--- config.mk ---
export PLATFORM = sky130hd
export DESIGN_NAME = circuito_exp5
export DESIGN_NICKNAME = d
export VERILOG_FILES = /design/src/rtl/circuito_exp5.sv
export SDC_FILE = /design/constraint.sdc
export NUM_CORES = 1
export LEC_CHECK = 0
export ABC_AREA = 1
export CAP_MARGIN = 20
export CORE_UTILIZATION = 39
export CTS_CLUSTER_DIAMETER = 50
export CTS_CLUSTER_SIZE = 10
export DETAILED_ROUTE_END_ITERATION = 7
export DONT_BUFFER_PORTS = 1
export PLACE_DENSITY = 0.53
export REMOVE_ABC_BUFFERS = 1
export SLEW_MARGIN = 10
export SYNTH_ARGS = -nofsm -noshare
export SYNTH_HDL_FRONTEND = slang
export SYNTH_SLANG_ARGS = --single-unit
--- constraint.sdc ---
create_clock -name clock -period 3.85 [get_ports clock]
set_input_delay 0.9625 -clock clock [delete_from_list [all_inputs] [get_ports clock]]
set_output_delay 0.9625 -clock clock [all_outputs]
set_load 0.05 [all_outputs]
--- src/rtl/circuito_exp5.sv ---
`timescale 1ns/1ps
// circuito_exp5 -- memory game. The player repeats a growing sequence that is
// stored in a 16x4 ROM. Round r asks for ROM words 0..r. The game is won after
// round 7 in easy mode or after round 15 in hard mode. A wrong press loses the
// game.
//
// Optional feature (macro TIMEOUT_EN): a 5000-cycle inactivity timer runs while
// the FSM waits for a press. If it expires, the game ends in fim_timeout.
//
// Ports:
//   clock, reset            system clock; asynchronous active-high reset
//   iniciar                 start/restart request, level-sampled
//   botoes[3:0]             player buttons, one-hot when pressed
//   botaoDificuldade        0 = easy (8 rounds), 1 = hard (16 rounds)
//   acertou/errou/pronto    game won / game lost / game finished (Moore)
//   leds[3:0]               registered play
//   db_* (7 bit)            active-low 7-segment codes, bit order gfedcba
//   db_* (1 bit)            comparator, clock, iniciar, press pulse, timeout,
//                           latched difficulty
module circuito_exp5 (
  input  logic       clock,
  input  logic       reset,
  input  logic       iniciar,
  input  logic [3:0] botoes,
  input  logic       botaoDificuldade,
  output logic       acertou,
  output logic       errou,
  output logic       pronto,
  output logic [3:0] leds,
  output logic [6:0] db_contagem,
  output logic [6:0] db_memoria,
  output logic [6:0] db_estado,
  output logic [6:0] db_jogadafeita,
  output logic [6:0] db_limite,
  output logic       db_igual,
  output logic       db_clock,
  output logic       db_iniciar,
  output logic       db_tem_jogada,
  output logic       db_timeout,
  output logic       db_dificuldade
);

  typedef enum logic [3:0] {
    INICIAL        = 4'h0,
    PREPARACAO     = 4'h1,
    ESPERA_JOGADA  = 4'h2,
    REGISTRA       = 4'h4,
    COMPARACAO     = 4'h5,
    PROXIMA_JOGADA = 4'h6,
    PROXIMA_RODADA = 4'h7,
    FIM_ACERTOU    = 4'hA,
    FIM_TIMEOUT    = 4'hD,
    FIM_ERROU      = 4'hE
  } estado_t;

  estado_t    state_q, state_d;
  logic [3:0] botoes_q;
  logic [3:0] contagem_q, contagem_d;
  logic [3:0] rodada_q, rodada_d;
  logic [3:0] jogada_q, jogada_d;
  logic       dific_q, dific_d;
  logic [3:0] rom_data;
  logic       tem_jogada;
  logic       igual;
  logic       timeout;

  function automatic logic [6:0] hex7(input logic [3:0] v);
    case (v)
      4'h0: hex7 = 7'b1000000;
      4'h1: hex7 = 7'b1111001;
      4'h2: hex7 = 7'b0100100;
      4'h3: hex7 = 7'b0110000;
      4'h4: hex7 = 7'b0011001;
      4'h5: hex7 = 7'b0010010;
      4'h6: hex7 = 7'b0000010;
      4'h7: hex7 = 7'b1111000;
      4'h8: hex7 = 7'b0000000;
      4'h9: hex7 = 7'b0010000;
      4'hA: hex7 = 7'b0001000;
      4'hB: hex7 = 7'b0000011;
      4'hC: hex7 = 7'b1000110;
      4'hD: hex7 = 7'b0100001;
      4'hE: hex7 = 7'b0000110;
      default: hex7 = 7'b0001110;
    endcase
  endfunction

  always_comb begin
    case (contagem_q)
      4'd0:  rom_data = 4'h1;
      4'd1:  rom_data = 4'h2;
      4'd2:  rom_data = 4'h4;
      4'd3:  rom_data = 4'h8;
      4'd4:  rom_data = 4'h4;
      4'd5:  rom_data = 4'h2;
      4'd6:  rom_data = 4'h1;
      4'd7:  rom_data = 4'h1;
      4'd8:  rom_data = 4'h2;
      4'd9:  rom_data = 4'h2;
      4'd10: rom_data = 4'h4;
      4'd11: rom_data = 4'h4;
      4'd12: rom_data = 4'h8;
      4'd13: rom_data = 4'h8;
      4'd14: rom_data = 4'h1;
      default: rom_data = 4'h4;
    endcase
  end

  // The press pulse is raised on the first cycle any button is down after a
  // cycle with all buttons released.
  assign tem_jogada = (|botoes) & ~(|botoes_q);
  assign igual      = (jogada_q == rom_data);

`ifdef TIMEOUT_EN
  logic [12:0] timer_q, timer_d;
  // The timer runs only in espera_jogada. It is held at zero in every other
  // state, so each entry into espera_jogada starts a fresh count.
  assign timer_d    = (state_q == ESPERA_JOGADA) ? timer_q + 13'd1 : '0;
  assign timeout    = (timer_q == 13'd4999);
  assign db_timeout = (state_q == FIM_TIMEOUT);
  always_ff @(posedge clock or posedge reset) begin
    if (reset) timer_q <= '0;
    else       timer_q <= timer_d;
  end
`else
  assign timeout    = 1'b0;
  assign db_timeout = 1'b0;
`endif

  always_ff @(posedge clock or posedge reset) begin
    if (reset) begin
      state_q    <= INICIAL;
      botoes_q   <= '0;
      contagem_q <= '0;
      rodada_q   <= '0;
      jogada_q   <= '0;
      dific_q    <= 1'b0;
    end else begin
      state_q    <= state_d;
      botoes_q   <= botoes;
      contagem_q <= contagem_d;
      rodada_q   <= rodada_d;
      jogada_q   <= jogada_d;
      dific_q    <= dific_d;
    end
  end

  // Datapath updates, selected by the current state.
  always_comb begin
    contagem_d = contagem_q;
    rodada_d   = rodada_q;
    jogada_d   = jogada_q;
    dific_d    = dific_q;
    case (state_q)
      PREPARACAO: begin
        contagem_d = '0;
        rodada_d   = '0;
        jogada_d   = '0;
        dific_d    = botaoDificuldade;
      end
      REGISTRA:       jogada_d   = botoes;
      PROXIMA_JOGADA: contagem_d = contagem_q + 4'd1;
      PROXIMA_RODADA: begin
        rodada_d   = rodada_q + 4'd1;
        contagem_d = '0;
      end
      default: ;
    endcase
  end

  // Next-state logic and the Moore outputs.
  always_comb begin
    state_d = state_q;
    acertou = 1'b0;
    errou   = 1'b0;
    pronto  = 1'b0;
    case (state_q)
      INICIAL:        if (iniciar) state_d = PREPARACAO;
      PREPARACAO:     state_d = ESPERA_JOGADA;
      ESPERA_JOGADA: begin
        if (tem_jogada)   state_d = REGISTRA;
        else if (timeout) state_d = FIM_TIMEOUT;
      end
      REGISTRA:       state_d = COMPARACAO;
      COMPARACAO: begin
        if (!igual)                      state_d = FIM_ERROU;
        else if (contagem_q != rodada_q) state_d = PROXIMA_JOGADA;
        else if (rodada_q == (dific_q ? 4'd15 : 4'd7)) state_d = FIM_ACERTOU;
        else                             state_d = PROXIMA_RODADA;
      end
      PROXIMA_JOGADA: state_d = ESPERA_JOGADA;
      PROXIMA_RODADA: state_d = ESPERA_JOGADA;
      FIM_ACERTOU: begin
        pronto  = 1'b1;
        acertou = 1'b1;
        if (iniciar) state_d = PREPARACAO;
      end
      FIM_ERROU, FIM_TIMEOUT: begin
        pronto = 1'b1;
        errou  = 1'b1;
        if (iniciar) state_d = PREPARACAO;
      end
      default: state_d = INICIAL;
    endcase
  end

  assign leds           = jogada_q;
  assign db_contagem    = hex7(contagem_q);
  // ROM word 0 is nonzero. The display is held at "0" while idle, so the
  // reset state shows a uniform "0" on every 7-segment output.
  assign db_memoria     = hex7((state_q == INICIAL) ? 4'h0 : rom_data);
  assign db_estado      = hex7(state_q);
  assign db_jogadafeita = hex7(jogada_q);
  assign db_limite      = hex7(rodada_q);
  assign db_igual       = igual;
  assign db_clock       = clock;
  assign db_iniciar     = iniciar;
  assign db_tem_jogada  = tem_jogada;
  assign db_dificuldade = dific_q;

endmodule

==> results by group <==
Outcome
  – Outcome: complete, no violations

Worst setup path
  – Endpoint type of the worst setup path: output pin
  – CP Data Arrival Time: between 2000 and 3000 ps
  – Delay-heaviest family, CP: buffers and inverters
  – Cells on worst reg2reg path: 11
  – Worst EP required: 2890 ps
  – Most common cell on crit path: inv_1
  – Worst Path Max Fanout: 7
  – FF-to-FF Start: state_q[1]
  – Worst path slowest cell: dfrtp_1
  – Critical path startpoint category: register
  – R2r setup slk: between 1500 and 2000 ps
  – RR Endpoint: state_q[2]
  – Critical path class: register to output pin
  – Crit path largest cell delay: 470 ps
  – Crit path depth: 14
  – Ordered list of cells on the worst path: inv_1, ha_1, inv_1, nand2_1, nand3_1, nand2_1, inv_1, nor2_2, inv_1, ha_1, nor2_1, a21oi_1, o32ai_2, buf_4
  – Buf/Inv on CP: 5

Timing
  – TNS Setup: 0 ps
  – Max transition margin: 27.3%
  – Worst Skew: 5.62 ps
  – Fin. Hold Viols: 0
  – Minimum clock period after layout: 3500 ps
  – FMAX: 0.286 GHz
  – Unrepaired setup endpoints after global routing: false
  – Max Transition Viols Final: 0
  – Finish-stage setup viols: 0
  – Measured slew at the worst slew-check pin: 1090 ps
  – Final worst path period share: about nine tenths

Final layout
  – Layout cells sized above 1: 14.2%
  – Multi-input gate area: 1600 sq um
  – Sequential cell area: 526 sq um
  – Inserted Diodes: 0
  – Area growth from synthesis to layout: 9.97%
  – Layout net count: 405
  – Fillers: 622

Global route
  – First-pass GRT wire length: 9.63 mm
  – Vias in the first global route: ~2100
  – Antenna violations before repair: 0
  – GRT overflow: 0
  – Pin count of the biggest net entering global routing: 22
  – Total GRT Usage: roughly a fifth

Clocking
  – # resized after CTS: 0
  – Root buffer cell: clkbuf_8
  – # hold bufs at CTS: 0
  – Max clock buf depth: 2
  – Max H-tree Level: 1
  – Worst-Skew Late Latency: 250 ps
  – CTS tree: done
  – Clk sinks: 21
  – Clock-pin slew on the worst setup and hold paths: 80 ps
  – Number of buffers created by CTS: 3
  – Post-CTS setup buffers: 0

Placed design
  – Final GP Congestion: roughly 0.86
  – DP HPWL: approximately 4.7 mm
  – # port buffers: 0

Yosys
  – FFs w/ async S/R, synth: 100%
  – Synth top area cells: dfrtp_1 (22%), ha_1 (16%), nand2_1 (14%)
  – Post-synth cell types: 41
  – Synth top cells by count: nand2_1 (87), inv_1 (38), o21ai_0 (33)
  – Mapped Cells: 353
  – Register area share after synthesis: 22.2%
  – Post-Syn Area: 2370 sq um
  – Synthesis-stage register bit count: 21
  – Share of the synthesized area in the top cell type: 22.2%
  – Ys Warns: 0
  – Primary FF master, synth: dfrtp_1
  – EDFF count, synth: 0
  – Yosys top cell by area: dfrtp_1
  – Count leader, synth: nand2_1
  – Mean post-synth cell area: 6.72 sq um

Floorplan
  – Initial core utilization: 40.3%
  – Area of the die: 6400 sq um
  – Die Width: roughly 80 um
  – Site Rows: 28
  – Num ports: 56
  – Core Area: 5890 sq um
  – Die Span Y: 80.0 um

Drt
  – DR iter-0 viols: 88
  – Vias: 2256
  – Vias per inst: 5.12
  – Routed wire per std cell: 13.1 um
  – DRC errors left: 0
  – TritonRoute pass-1 iters: 4
  – Routed Antenna Nets: 0
  – Routed Wire Length: 5.77 mm

Worst hold path
  – Hold path startpoint: state_q[0]
  – Hold path endpoint: state_q[0]
  – Hold Path Class: register to register
  – Hold depth: 2

Job
  – Max-cap viol count: 0
==> layout make-up <==
| class | instances | share of cell area [%] |
|---|---|---|
| clock buffer | 4 | 1.73 |
| inverter | 47 | 6.86 |
| multi-input combinational | 272 | 61.3 |
| sequential | 21 | 20.1 |
| tap | 75 | 3.60 |
| timing repair buffer | 22 | 6.33 |
==> state kept, by name, summed over array words and instances, names as in the netlist <==
signal          cells
botoes_q            4
state_q             4
rodada_q            4
db_dificuldade      1
contagem_q          4
leds                4
==> worst max path at each step <==
stage,from,end
after global routing,contagem_q[0],db_memoria[4]
after CTS,contagem_q[0],db_memoria[1]
after detailed placement,contagem_q[0],db_memoria[1]
after global placement,contagem_q[0],db_memoria[1]
after floorplan,contagem_q[0],db_memoria[5]
final,contagem_q[0],db_memoria[1]
==> layer usage <==
metal	track usage, %	vias up	part of all wire [%]
li1	-	1191	-
met1	25.3	1030	49
met2	32.2	31	48
met3	1.60	4	2.9
met4	3.21	0	0.61
met5	0	-	0
==> worst min-delay path, stage by stage, from the launching register on <==
cell and delay (ps):
dfrtp_1 430, nand2_1 70, nand2_1 60
==> cells in the final DEF (no fill, tap or decap), types with 4 or more instances in the layout <==
master	synthesis	routed
nand2_1	87	87
inv_1	38	38
nor2_1	31	31
ha_1	30	30
o21ai_0	33	25
nand3_1	23	23
buf_4	5	22
dfrtp_1	21	21
a21oi_1	20	20
o21ai_1	2	10
inv_2	7	7
nand2_2	5	5
xor2_1	4	4
nor3_1	4	4
==> stage by stage <==
stage | std cells | hold slack (ps) | instance area (sq um) | worst slack, ps | util (%)
after global placement | 437 | 583 | 2560 | 661 | 43.6
after floorplan | 340 | 517 | 2280 | 328 | -
final | 441 | 592 | 2610 | 348 | 44.3
after CTS | 441 | 593 | 2610 | 339 | 44.3
after detailed placement | 437 | 574 | 2560 | 632 | 43.6
after global routing | 441 | 620 | 2610 | 104 | 44.3
==> logic make-up after synthesis <==
group / share of synthesized area [%]
AOI/OAI and AO/OA: 18.4
xor gates and xnor gates: 1.48
adders and majority gates: 15.8
buffers and inverters: 11.2
DFF: 22.2
other: 0.158
and+or+nand+nor: 30.7
Power is not shown: default switching activity piles up to over one toggle a cycle in this logic, so the estimate is an artifact.
